File: config.mk
export PLATFORM = sky130hd
export DESIGN_NAME = starship_top_defender
export DESIGN_NICKNAME = d
export VERILOG_FILES = /design/src/rtl/nexys_starship_pkg.sv /design/src/rtl/starship_timer.sv /design/src/rtl/starship_top_defender.sv
export SDC_FILE = /design/constraint.sdc
export NUM_CORES = 1
export LEC_CHECK = 0
export BUFFER_PORTS_ARGS = -buffer_cell sky130_fd_sc_hd__buf_2
export CORE_UTILIZATION = 30
export CTS_BUF_LIST = sky130_fd_sc_hd__clkbuf_8
export DETAILED_ROUTE_END_ITERATION = 8
export PLACE_DENSITY_LB_ADDON = 0.2
export SLEW_MARGIN = 0
export SYNTH_ARGS = -nofsm -noshare
export SYNTH_HDL_FRONTEND = slang
export SYNTH_SLANG_ARGS = --single-unit
export TNS_END_PERCENT = 30
File: constraint.sdc
create_clock -name Clk -period 3.25 [get_ports Clk]
set_input_delay 0 -clock Clk [delete_from_list [all_inputs] [get_ports Clk]]
set_output_delay 0 -clock Clk [all_outputs]
set_load 0.02 [all_outputs]
File: src/rtl/nexys_starship_pkg.sv
// Shared definitions for the Nexys Starship lane defenders: one-hot state
// encodings, default timing constants and the score ceiling.
package nexys_starship_pkg;

    localparam logic [4:0] DEF_IDLE    = 5'b00001;
    localparam logic [4:0] DEF_ARMED   = 5'b00010;
    localparam logic [4:0] DEF_ENGAGED = 5'b00100;
    localparam logic [4:0] DEF_COOL    = 5'b01000;
    localparam logic [4:0] DEF_OVER    = 5'b10000;

    // 5 s monster lifetime and 250 ms gun cooldown at a 100 MHz system clock
    localparam int DEF_TIMEOUT_CYCLES  = 500_000_000;
    localparam int DEF_COOLDOWN_CYCLES = 25_000_000;
    localparam int DEF_TW              = 32;

    localparam logic [7:0] SCORE_MAX = 8'd255;

    function automatic logic [7:0] satInc(input logic [7:0] value);
        return (value == SCORE_MAX) ? value : value + 8'd1;
    endfunction

endpackage

File: src/rtl/starship_timer.sv
// Clearable up-counter with a comparison against a caller-supplied limit.
// One instance per defender is time-shared between the monster timeout and
// the gun cooldown, since those two phases never overlap.
module starship_timer
    import nexys_starship_pkg::*;
#(
    parameter int TW = DEF_TW
) (
    input  logic          Clk,
    input  logic          Reset,
    input  logic          clear,
    input  logic          enable,
    input  logic [TW-1:0] limit,
    output logic          done,
    output logic [TW-1:0] count
);

    logic [TW-1:0] r_count;

    // Count while enabled; clear has priority so a phase always starts at zero
    always_ff @(posedge Clk or posedge Reset) begin
        if (Reset) begin
            r_count <= '0;
        end else if (clear) begin
            r_count <= '0;
        end else if (enable) begin
            r_count <= r_count + TW'(1);
        end
    end

    assign done  = (r_count == limit);
    assign count = r_count;

endmodule

File: src/rtl/starship_top_defender.sv
// Player-side responder for the top monster lane: times a present monster,
// accepts the fire pulse, returns a one-cycle kill, keeps the score and
// latches the broken/game-over condition on a timeout.
module starship_top_defender
    import nexys_starship_pkg::*;
#(
    parameter int TIMEOUT_CYCLES  = DEF_TIMEOUT_CYCLES,
    parameter int COOLDOWN_CYCLES = DEF_COOLDOWN_CYCLES,
    parameter int TW              = DEF_TW
) (
    input  logic       Clk,
    input  logic       Reset,
    input  logic       play_flag,
    input  logic       top_monster,
    input  logic       shoot,
    output logic       top_kill,
    output logic       top_broken,
    output logic       game_over,
    output logic [7:0] score,
    output logic       q_Idle,
    output logic       q_Armed,
    output logic       q_Engaged,
    output logic       q_Cool,
    output logic       q_Over
);

    localparam logic [TW-1:0] LIM_TIMEOUT = TW'(TIMEOUT_CYCLES - 1);
    localparam logic [TW-1:0] LIM_COOL    = TW'(COOLDOWN_CYCLES - 1);

    logic [4:0]    r_state;
    logic [4:0]    w_nextState;
    logic          r_kill;
    logic          r_broken;
    logic          r_over;
    logic [7:0]    r_score;
    logic          w_hit;
    logic          w_clear;
    logic          w_enable;
    logic          w_done;
    logic          w_expired;
    logic [TW-1:0] w_limit;
    logic [TW-1:0] w_count;

    // Only COOL uses the cooldown limit; every other state presents the timeout
    assign w_limit  = (r_state == DEF_COOL) ? LIM_COOL : LIM_TIMEOUT;
    assign w_enable = (r_state == DEF_ENGAGED) || (r_state == DEF_COOL);
    assign w_clear  = (w_nextState != r_state);

    // A count beyond the limit can only come from a corrupted register; treating
    // it as expiry keeps the state machine from running away for 2^TW cycles.
    assign w_expired = w_done || (w_count > w_limit);

    starship_timer #(
        .TW(TW)
    ) u_timer (
        .Clk   (Clk),
        .Reset (Reset),
        .clear (w_clear),
        .enable(w_enable),
        .limit (w_limit),
        .done  (w_done),
        .count (w_count)
    );

    // Next-state decode; the order of the checks in each state is the priority
    always_comb begin
        w_nextState = r_state;
        w_hit       = 1'b0;
        case (r_state)
            DEF_IDLE: begin
                if (play_flag) w_nextState = DEF_ARMED;
            end
            DEF_ARMED: begin
                if (!play_flag)       w_nextState = DEF_IDLE;
                else if (top_monster) w_nextState = DEF_ENGAGED;
                else if (shoot)       w_nextState = DEF_COOL;
            end
            DEF_ENGAGED: begin
                if (!play_flag) begin
                    w_nextState = DEF_IDLE;
                end else if (shoot) begin
                    w_hit       = 1'b1;
                    w_nextState = DEF_COOL;
                end else if (w_expired) begin
                    w_nextState = DEF_OVER;
                end else if (!top_monster) begin
                    w_nextState = DEF_ARMED;
                end
            end
            DEF_COOL: begin
                if (!play_flag)     w_nextState = DEF_IDLE;
                else if (w_expired) w_nextState = DEF_ARMED;
            end
            DEF_OVER: begin
                w_nextState = DEF_OVER;
            end
            default: begin
                w_nextState = DEF_IDLE;
            end
        endcase
    end

    // State register
    always_ff @(posedge Clk or posedge Reset) begin
        if (Reset) r_state <= DEF_IDLE;
        else       r_state <= w_nextState;
    end

    // Registered kill pulse, saturating score and the sticky failure flags
    always_ff @(posedge Clk or posedge Reset) begin
        if (Reset) begin
            r_kill   <= 1'b0;
            r_broken <= 1'b0;
            r_over   <= 1'b0;
            r_score  <= '0;
        end else begin
            r_kill <= w_hit;
            if ((r_state == DEF_IDLE) && play_flag) begin
                r_score <= '0;
            end else if (w_hit) begin
                r_score <= satInc(r_score);
            end
            if ((r_state == DEF_ENGAGED) && (w_nextState == DEF_OVER)) begin
                r_broken <= 1'b1;
                r_over   <= 1'b1;
            end
        end
    end

    assign top_kill   = r_kill;
    assign top_broken = r_broken;
    assign game_over  = r_over;
    assign score      = r_score;
    assign q_Idle     = r_state[0];
    assign q_Armed    = r_state[1];
    assign q_Engaged  = r_state[2];
    assign q_Cool     = r_state[3];
    assign q_Over     = r_state[4];

endmodule

==> impl_metrics.py, run 1 <==
metrics = {
    "yosys": {
        "synth_top_family_by_area": "simple AND/OR/NAND/NOR gates",
        "synth-xor-area-share_pct": 11.90,
        "syn_area_per_cell_sq_um": 9.716,
        "syn-num-nets": 321,
        "synth_ff_type": "dfrtp_1",
        "syn_area_sq_um": 2944,
        "yosysWarnings": 0,
        "synth-compound-area-share_pct": 8.330,
        "synthAdderAreaFrac_pct": 5.525,
        "yosys_register_bits": 47,
        "async_reset_ff_share_pct": 100.0,
        "synth_cell_types": 55,
        "yosys.area_share.simple_pct": 30.26,
        "synth_edf_count": 0,
        "synth_cells": 303,
        "synthMuxAreaShare_pct": 0.3400,
        "seq_area_frac_synth_pct": 39.99,
    },
    "cts": {
        "insertion_delay_ps": 300,
        "cts_tree": "yes",
        "clockBufferDepth": 2,
        "cts.sinks": 47,
        "path_clk_slew_ps": 90,
        "cts_root_buffer": "clkbuf_8",
        "post_cts_buffers": 0,
        "cts_buffers": 5,
        "cts_htree_levels": 2,
    },
    "finish": {
        "n_fill_cell": 985,
        "area_growth_syn_to_layout_pct": 15.34,
        "finalNetCount": 351,
        "fin_cells": 463,
        "mostFrequentLayoutCells": "dfrtp_1, xor2_1, nor3_1",
        "seq_area_sq_um": 1177,
        "final_area_sq_um": 3396,
        "n_antenna_cell": 0,
        "multi_input_area_sq_um": 1684,
        "drive_gt1_share_pct": 21.26,
        "final_common_cell": "dfrtp_1",
    },
    "min_path": {
        "hp-class": "input port to flip-flop",
        "hold_path_depth": 2,
        "hp-start": "shoot",
        "hold_path_end": "top_kill$_DFF_PP0_",
    },
    "sta": {
        "worst_pin_slew_ps": 1059,
        "fin_skew_ps": 6.837,
        "fmax_mhz": 330.2,
        "slew_headroom_pct": 29.30,
        "drv_slew": 0,
        "period_share_pct": 93.20,
        "period_minus_slack_ps": 3029,
        "setup_ws_ps": 221.2,
        "finalHoldViolations": 0,
        "finalSetupViolations": 0,
        "finalSetupTns_ps": 0,
        "grt_setup_unrepaired": "false",
    },
    "grt": {
        "grt_max_degree": 48,
        "grt_pass1_vias": 2332,
        "gr-total-overflow": 0,
        "antenna_found_initial": 0,
        "groute.usage.overall_pct": 14.54,
        "grt_pass1_wl_mm": 11.67,
    },
    "routing": {
        "antenna_left": 0,
        "vias": 2330,
        "wirelength_mm": 6.826,
        "drc": 0,
        "viasPerCell": 5.032,
        "firstDrtPassIters": 4,
        "wl_per_cell_um": 14.74,
        "drtIter0Drc": 63,
    },
    "setup_path": {
        "regToRegStartpoint": "r_state[0]$_DFF_PP1_",
        "end_kind": "flip-flop",
        "worstPathMaxFanout": 18,
        "reg2regPathDepth": 12,
        "rrSetupSlack_ps": 220,
        "r2r_end": "u_timer.count[17]$_DFFE_PP0P_",
        "arrival_ps": 3220,
        "path_class": "flip-flop to flip-flop",
        "cp.required_ps": 3440,
        "crit_path_start_kind": "flip-flop",
    },
    "placed_design": {
        "dp.cells": 453,
        "numPortBuffers": 20,
        "gp_congestion": 0.7830,
        "hpwl_mm": 4.660,
        "place_area_sq_um": 3247,
        "post-place-ws_ps": 144.6,
    },
    "floorplan": {
        "io_pins": 21,
        "num_rows": 35,
        "die_area_sq_um": 10210,
        "initial_core_util_pct": 31.42,
        "core_region_area_sq_um": 9371,
        "fp.dieW_um": 101.1,
        "die_h_um": 101.1,
    },
    "pwr": {
        "peakVddDrop_uv": 174.7,
        "leakagePower_nw": 1.537,
        "power_density_nw_per_um2": 363.1,
    },
    "status": {
        "status": "complete, no violations",
    },
    "job": {
        "maxCapViolCount": 0,
    },
}
==> area by class of cell <==
type / instances / share of cell area [%]
Tap cell: 129 / 4.753
Clock inverter: 1 / 0.1105
Sequential cell: 47 / 34.67
Inverter: 7 / 0.7738
Clock buffer: 7 / 2.837
Multi-Input combinational cell: 237 / 49.59
Timing Repair Buffer: 35 / 7.259
==> metrics by stage <==
| step | hold WS, ps | power (W) | util (%) |
|---|---|---|---|
| CTS | 13.72 | 0.001251 | 35.93 |
| global placement | 291.9 | 0.0008470 | 34.65 |
| finish | 17.32 | 0.001233 | 36.24 |
| detailed placement | 289.4 | 0.0008484 | 34.65 |
| global route | 16.37 | 0.001300 | 36.24 |
| floorplan | 66.77 | 0.0007719 | - |
==> routing by layer <==
layer  GRT usage (%)  vias up  routed length, um
met4           4.236        0                 80
met2           23.81       34               3215
met3           2.635        9                198
met1           19.49     1142               3332
li1                -     1145                  -
met5               0        -                  0
==> cells by family (layout without fill, tap and decap cells) <==
logic type | Yosys count | in the layout
AOI/OAI and AO/OA | 33 | 33
xor gates and xnor gates | 40 | 40
adders and majority gates | 13 | 13
buffers and inverters | 19 | 50
DFF | 47 | 47
muxes | 1 | 1
and+or+nand+nor | 150 | 150
==> worst max-delay path by stage <==
stage / end / startpoint / cells after the start
final: u_timer.count[17]$_DFFE_PP0P_ / r_state[0]$_DFF_PP1_ / 12
after CTS: u_timer.count[22]$_DFFE_PP0P_ / r_state[4]$_DFF_PP0_ / 12
after global placement: u_timer.count[25]$_DFFE_PP0P_ / r_state[4]$_DFF_PP0_ / 12
after global routing: u_timer.count[11]$_DFFE_PP0P_ / r_state[4]$_DFF_PP0_ / 13
after detailed placement: u_timer.count[22]$_DFFE_PP0P_ / r_state[4]$_DFF_PP0_ / 13
after floorplan: u_timer.count[0]$_DFFE_PP0P_ / r_state[0]$_DFF_PP1_ / 12
==> what timing repair did <==
item / in CTS / in global routing
endpoints found under the setup margin: 0 / 32
endpoints found under the hold margin: 38 / 0
hold buffers: 2 / 0
resized for setup: 0 / 5
==> Yosys cell counts (all sizes together) (5+ instances only) <==
| cell type | instances | share of area (%) |
|---|---|---|
| dfrtp | 46 | 39 |
| nor3 | 41 | 9.2 |
| xor2 | 30 | 8.9 |
| nand2 | 23 | 2.9 |
| nor2 | 19 | 2.4 |
| nand3 | 15 | 2.5 |
| and3 | 13 | 2.8 |
| ha | 13 | 5.5 |
| buf | 10 | 2.5 |
| nand4 | 10 | 2.1 |
| xnor2 | 10 | 3.0 |
| o21ai | 8 | 1.4 |
| inv | 7 | 0.89 |
| a21oi | 5 | 1.2 |
==> power breakdown <==
part / switching (W) / internal [W] / leakage [nW] / total, W
Sequential: 0.00000435 / 0.000591 / 0.652 / 0.000596
Clock: 0.000204 / 0.000192 / 0.0557 / 0.000396
Combinational: 0.000157 / 0.0000844 / 0.829 / 0.000242
==> registers in the layout (all words and copies together) (netlist names) <==
signal / flops
score: 8
r_state: 5
u_timer.count: 32
top_kill: 1
game_over: 1
==> worst max-delay path, stage by stage (launching register included) <==
cell and delay, ps:
dfstp_2 560, nor3_2 40, nand2_1 80, inv_1 70, buf_4 170, ha_1 280, and4b_1 190, and3_1 220
a21o_1 260, or4_4 550, a21oi_4 210, buf_12 190, nor3_1 70
Power figures use the tool's default switching activity.
==> inputs of run 2 (changes only) <==
SYNTH_HIERARCHICAL = 1   (was not set)
==> impl_metrics.py, run 2 <==
metrics = {
    "sta": {
        "fmax_mhz": 252.7,
        "grt_setup_unrepaired": "true",
        "period_minus_slack_ps": 3957,
        "finalSetupViolations": 32,
        "finalHoldViolations": 0,
        "worst_pin_slew_ps": 602.2,
        "hold_ws_ps": 289.0,
        "fin_skew_ps": 7.252,
        "drv_slew": 0,
        "slew_headroom_pct": 59.71,
        "period_share_pct": 121.7,
        "setup_ws_ps": -706.8,
    },
    "finish": {
        "final_common_cell": "nor2_1",
        "mostFrequentLayoutCells": "nor2_1, xor2_1, buf_4",
        "largest_reg_flops": 32,
        "drive_gt1_share_pct": 26.72,
        "n_antenna_cell": 0,
        "area_growth_syn_to_layout_pct": 28.34,
        "finalNetCount": 481,
        "fin_cells": 604,
    },
    "routing": {
        "drtIter0Drc": 100,
        "viasPerCell": 4.924,
        "vias": 2974,
        "drc": 0,
        "wirelength_mm": 8.617,
        "firstDrtPassIters": 4,
        "antenna_left": 0,
        "wl_per_cell_um": 14.27,
    },
    "setup_path": {
        "crit_path_start_kind": "flip-flop",
        "crit_slowest_cell": "or4_4",
        "cp.required_ps": 3490,
        "crit_path_max_incr_delay_ps": 490,
        "r2r_end": "u_timer/count[29]$_DFFE_PP0P_",
        "path_class": "flip-flop to flip-flop",
        "arrival_ps": 4190,
        "cp_common_cell": "or4_4",
        "reg2regPathDepth": 15,
        "cp_top_family": "simple AND/OR/NAND/NOR gates",
        "path_cells": "nand2b_4 > or4_4 > inv_8 > ha_4 > or4b_1 > or4_4 > nor4_4 > or3_4 > nand4b_1 > nand3_2 > o2111ai_4 > nor2_4 > nand4_4 > or4_1 > a21oi_1",
        "end_kind": "flip-flop",
        "critPathBufInv": 1,
        "worstPathMaxFanout": 7,
        "rrSetupSlack_ps": -710,
        "regToRegStartpoint": "r_state[2]$_DFF_PP0_",
    },
    "placed_design": {
        "hpwl_mm": 6.579,
        "dp.cells": 593,
        "numPortBuffers": 20,
        "gp_congestion": 0.8047,
        "post-place-ws_ps": -841.4,
    },
    "yosys": {
        "yosys.area.top_type": "dfrtp_1",
        "seq_area_frac_synth_pct": 35.14,
        "synth_ff_type": "dfrtp_1",
        "yosys_register_bits": 47,
        "ys_top_cells_by_count": "nor2_1, xor2_1, dfrtp_1, nand2_1, nand4_1",
        "synthTopCellsByArea": "dfrtp_1, xor2_1, nor2_1",
        "synth_top_area_share_pct": 34.35,
        "yosysWarnings": 6,
        "synth.most_common_cell": "nor2_1",
        "synth_cells": 376,
        "synth_edf_count": 0,
        "syn_area_per_cell_sq_um": 8.911,
        "syn_area_sq_um": 3351,
        "async_reset_ff_share_pct": 100.0,
        "synth_cell_types": 63,
    },
    "min_path": {
        "hp-class": "input port to asynchronous set/reset pin",
    },
    "cts": {
        "cts.sinks": 47,
        "cts_buffers": 5,
        "path_clk_slew_ps": 90,
        "insertion_delay_ps": 310,
        "clockBufferDepth": 2,
        "cts_root_buffer": "clkbuf_8",
        "cts_htree_levels": 2,
        "cts_tree": "yes",
    },
    "grt": {
        "gr-total-overflow": 0,
        "grt_max_degree": 36,
        "grt_pass1_wl_mm": 14.51,
        "antenna_found_initial": 0,
        "groute.usage.overall_pct": 16.23,
        "grt_pass1_vias": 2879,
    },
    "floorplan": {
        "io_pins": 21,
        "num_rows": 38,
        "core_region_area_sq_um": 10840,
        "die_area_sq_um": 11600,
        "initial_core_util_pct": 30.91,
        "die_h_um": 107.7,
        "fp.dieW_um": 107.7,
    },
    "pwr": {
        "peakVddDrop_uv": 167.9,
        "clockPowerShare_pct": 34.5,
        "p_switching_w": 0.0003349,
        "power_density_nw_per_um2": 272.8,
        "seqPwrFrac_pct": 50.6,
        "finalPower_w": 0.001173,
        "leakagePower_nw": 2.022,
        "combPwrFrac_pct": 14.9,
        "p_sw_share_pct": 28.54,
        "p_int_w": 0.0008383,
    },
    "status": {
        "status": "complete, but fails checks",
        "violations": "negative setup slack",
    },
    "job": {
        "maxCapViolCount": 0,
    },
}
-- run 2: changes by cell type after synthesis, moves of 9 or more --
cell | before | now
and3_1 | 13 | 3
nand4_1 | 10 | 21
nor2_1 | 19 | 57
nor3_1 | 28 | 5
nor3_2 | 13 | 1
nor4_1 | 2 | 11
xor2_1 | 30 | 54
-- run 2: how the worst max path moves through the flow --
stage	start	end	slack (ps)	cells after the start
after floorplan	r_state[2]$_DFF_PP0_	u_timer/count[29]$_DFFE_PP0P_	-1050	17
after global placement	r_state[2]$_DFF_PP0_	u_timer/count[30]$_DFFE_PP0P_	-800	16
after detailed placement	r_state[2]$_DFF_PP0_	u_timer/count[13]$_DFFE_PP0P_	-840	15
after CTS	r_state[2]$_DFF_PP0_	u_timer/count[29]$_DFFE_PP0P_	-750	15
after global routing	r_state[2]$_DFF_PP0_	u_timer/count[29]$_DFFE_PP0P_	-920	15
final	r_state[2]$_DFF_PP0_	u_timer/count[29]$_DFFE_PP0P_	-710	15
-- run 2: logic make-up after synthesis --
kind of cell / Yosys count / share of synthesized area [%]
other: 2 / 0.2241
AOI/OAI and AO/OA: 41 / 8.290
buffers and inverters: 24 / 3.025
DFF: 47 / 35.14
adders and majority gates: 13 / 4.854
and+or+nand+nor: 182 / 30.73
muxes: 4 / 1.270
xor gates and xnor gates: 63 / 16.47
-- run 2: layout make-up --
type	instances	area, sq um
clock buffers	7	96.34
clock inverters	1	3.754
fillers	1112	6540
inverters	8	37.54
multi-input cells	324	2270
flip-flops and latches	47	1179
well taps	140	175.2
repair buffers	77	539.3
-- run 2: timing repair --
item,4_1_cts,5_1_grt
buffers inserted,1,0
hold endpoints to repair,48,0
pin swaps,17,7
cloned,0,0
endpoints found under the setup margin,32,34
hold buffers,3,0
gates resized for setup,13,6
-- run 2: routing by layer --
layer,part of all wire [%],vias to the layer above,global-route usage (%)
met3,2.5,12,2.542
met2,47,41,27.34
li1,-,1486,-
met4,1.5,0,4.599
met5,0,-,0
met1,49,1435,21.32
-- run 2: worst reg2reg max path, cell delays in order, from the launching register on --
cell and delay (ps):
dfrtp_2 410, nand2b_4 130, or4_4 490, inv_8 90, ha_4 120, or4b_1 440, or4_4 460, nor4_4 280
or3_4 180, nand4b_1 100, nand3_2 120, o2111ai_4 200, nor2_4 200, nand4_4 140, or4_1 420, a21oi_1 150
-- run 2: metrics by stage --
| step | setup TNS (ps) | util (%) | area, sq um |
|---|---|---|---|
| final | -16700 | 39.67 | 4300 |
| after floorplan | -26160 | - | 3516 |
| after CTS | -18910 | 39.43 | 4274 |
| after detailed placement | -21790 | 37.86 | 4104 |
| after global routing | -23610 | 39.67 | 4300 |
| after global placement | -20070 | 37.86 | 4104 |
-- run 2: power groups by stage --
stage / logic [W] / clock network, W / registers, W
2_1_floorplan: 0.000109 / 0 / 0.000616
3_3_place_gp: 0.000171 / 0 / 0.000606
3_5_place_dp: 0.000168 / 0 / 0.000605
4_1_cts: 0.000174 / 0.000420 / 0.000594
5_1_grt: 0.000194 / 0.000439 / 0.000595
6_report: 0.000174 / 0.000405 / 0.000594
==> inputs of run 3 (changes only) <==
PLACE_DENSITY = 0.53   (was not set)
PLACE_DENSITY_LB_ADDON = not set   (was 0.2)
==> impl_metrics.py, run 3 (synthesis gave the netlist of run 2 again) <==
metrics = {
    "finish": {
        "finalNetCount": 481,
        "n_fill_cell": 1107,
        "n_antenna_cell": 0,
        "area_growth_syn_to_layout_pct": 29.91,
        "largest_reg_flops": 32,
        "mostFrequentLayoutCells": "nor2_1, xor2_1, buf_4",
        "drive_gt1_share_pct": 27.59,
        "final_common_cell": "nor2_1",
        "seq_area_sq_um": 1179,
        "fin_util_pct": 40.15,
        "multi_input_area_sq_um": 2303,
    },
    "routing": {
        "drtIter0Drc": 140,
        "wirelength_mm": 8.897,
        "viasPerCell": 4.945,
        "drc": 0,
        "firstDrtPassIters": 4,
        "wl_per_cell_um": 14.73,
        "vias": 2987,
        "antenna_left": 0,
    },
    "sta": {
        "finalSetupTns_ps": -16460,
        "fin_skew_ps": 13.37,
        "finalHoldViolations": 0,
        "fmax_mhz": 252.1,
        "setup_ws_ps": -716.9,
        "grt_setup_unrepaired": "true",
        "drv_slew": 0,
        "period_minus_slack_ps": 3967,
        "hold_ws_ps": 278.8,
        "slew_headroom_pct": 41.65,
        "period_share_pct": 122.1,
        "worst_pin_slew_ps": 874.3,
        "finalSetupViolations": 32,
    },
    "floorplan": {
        "num_rows": 38,
        "die_area_sq_um": 11600,
        "die_h_um": 107.7,
        "fp.dieW_um": 107.7,
        "io_pins": 21,
        "core_region_area_sq_um": 10840,
        "initial_core_util_pct": 30.91,
    },
    "placed_design": {
        "hpwl_mm": 6.703,
        "gp_congestion": 0.8193,
        "numPortBuffers": 20,
    },
    "grt": {
        "antenna_found_initial": 0,
        "groute.usage.overall_pct": 16.54,
        "grt_max_degree": 36,
        "gr-total-overflow": 0,
        "grt_pass1_vias": 2940,
        "grt_pass1_wl_mm": 14.95,
    },
    "cts": {
        "cts_buffers": 5,
        "clockBufferDepth": 2,
        "cts_tree": "yes",
        "insertion_delay_ps": 320,
        "cts_htree_levels": 2,
        "path_clk_slew_ps": 100,
        "cts_root_buffer": "clkbuf_8",
        "cts.sinks": 47,
    },
    "pwr": {
        "finalPower_w": 0.001166,
        "leakagePower_nw": 2.039,
        "peakVddDrop_uv": 235.2,
        "power_density_nw_per_um2": 267.8,
    },
    "setup_path": {
        "path_class": "flip-flop to flip-flop",
        "cp.required_ps": 3450,
        "worstPathMaxFanout": 4,
        "end_kind": "flip-flop",
        "crit_path_start_kind": "flip-flop",
        "arrival_ps": 4160,
    },
    "job": {
        "maxCapViolCount": 0,
    },
    "status": {
        "status": "complete, but fails checks",
        "violations": "negative setup slack",
    },
    "min_path": {
        "hp-class": "input port to asynchronous set/reset pin",
    },
}
[run 3: cell count changes in the layout (fill, tap and decap cells not counted), moves of 2 or more]
cell / delta
nand3_1: -3
a21oi_1: +2
a21oi_2: -2
buf_6: +2
buf_4: -3
nand3_2: +3
[run 3: path summary, 6_finish.rpt]
kind	from	to	slack, ps	cells after the start
worst max register to register	r_state[2]$_DFF_PP0_	u_timer/count[11]$_DFFE_PP0P_	-720	16
min in group Clk	play_flag	r_state[3]$_DFF_PP0_	290	4
worst min register to register	game_over$_DFFE_PP0P_	game_over$_DFFE_PP0P_	510	1
worst min-delay path	Reset	score[5]$_DFFE_PP0P_	280	3
worst max-delay path	r_state[2]$_DFF_PP0_	u_timer/count[11]$_DFFE_PP0P_	-720	16
max in group asynchronous	Reset	u_timer/count[22]$_DFFE_PP0P_	2090	4
[run 3: timing repair]
| item | in CTS | in global routing |
|---|---|---|
| gates resized for setup | 18 | 10 |
| hold buffers | 3 | 0 |
| gates cloned | 0 | 0 |
| endpoints found under the setup margin | 33 | 33 |
| buffers inserted | 2 | 2 |
| endpoints found under the hold margin | 34 | 0 |
| pin swaps | 26 | 11 |
[run 3: final cells by class]
| class | count | area share [%] |
|---|---|---|
| sequential | 47 | 27.08 |
| clock inverter | 2 | 0.3737 |
| tap | 140 | 4.024 |
| timing repair buffer | 77 | 12.85 |
| clock buffer | 6 | 1.897 |
| inverter | 8 | 0.8623 |
| multi-input combinational | 324 | 52.92 |
[run 3: critical path, stage by stage, from the launching register on]
cell and delay, ps:
dfrtp_2 420, nand2b_4 130, or4_4 480, inv_8 90, ha_4 120, or4b_1 430
or4_4 450, nor4_4 280, or3_4 180, nand4b_1 100, nand3_2 120, o2111ai_4 180
buf_4 190, or2_4 270, nor3_2 200, xnor2_1 150, nor2_1 50
[run 3: where the power goes]
| group | internal [W] | leakage [nW] | switching (W) |
|---|---|---|---|
| clock | 0.000174 | 0.0474 | 0.000224 |
| sequential | 0.000591 | 0.651 | 0.00000294 |
| combinational | 0.0000563 | 1.34 | 0.000117 |
| total | 0.000821 | 2.04 | 0.000344 |
[run 3: layer usage]
metal	track usage (%)	vias to the layer above	part of all wire, %
met3	2.906	8	4.3
li1	-	1480	-
met1	21.28	1439	47
met2	28.57	60	48
met4	3.816	0	1.1
met5	0	-	0
[run 3: through the flow]
step / setup WS, ps / area, sq um / std cells
after floorplan: -1053 / 3516 / 395
after global placement: -762.7 / 4094 / 590
after detailed placement: -853.5 / 4094 / 590
after CTS: -781.6 / 4313 / 603
after global routing: -878.8 / 4353 / 604
final: -716.9 / 4353 / 604
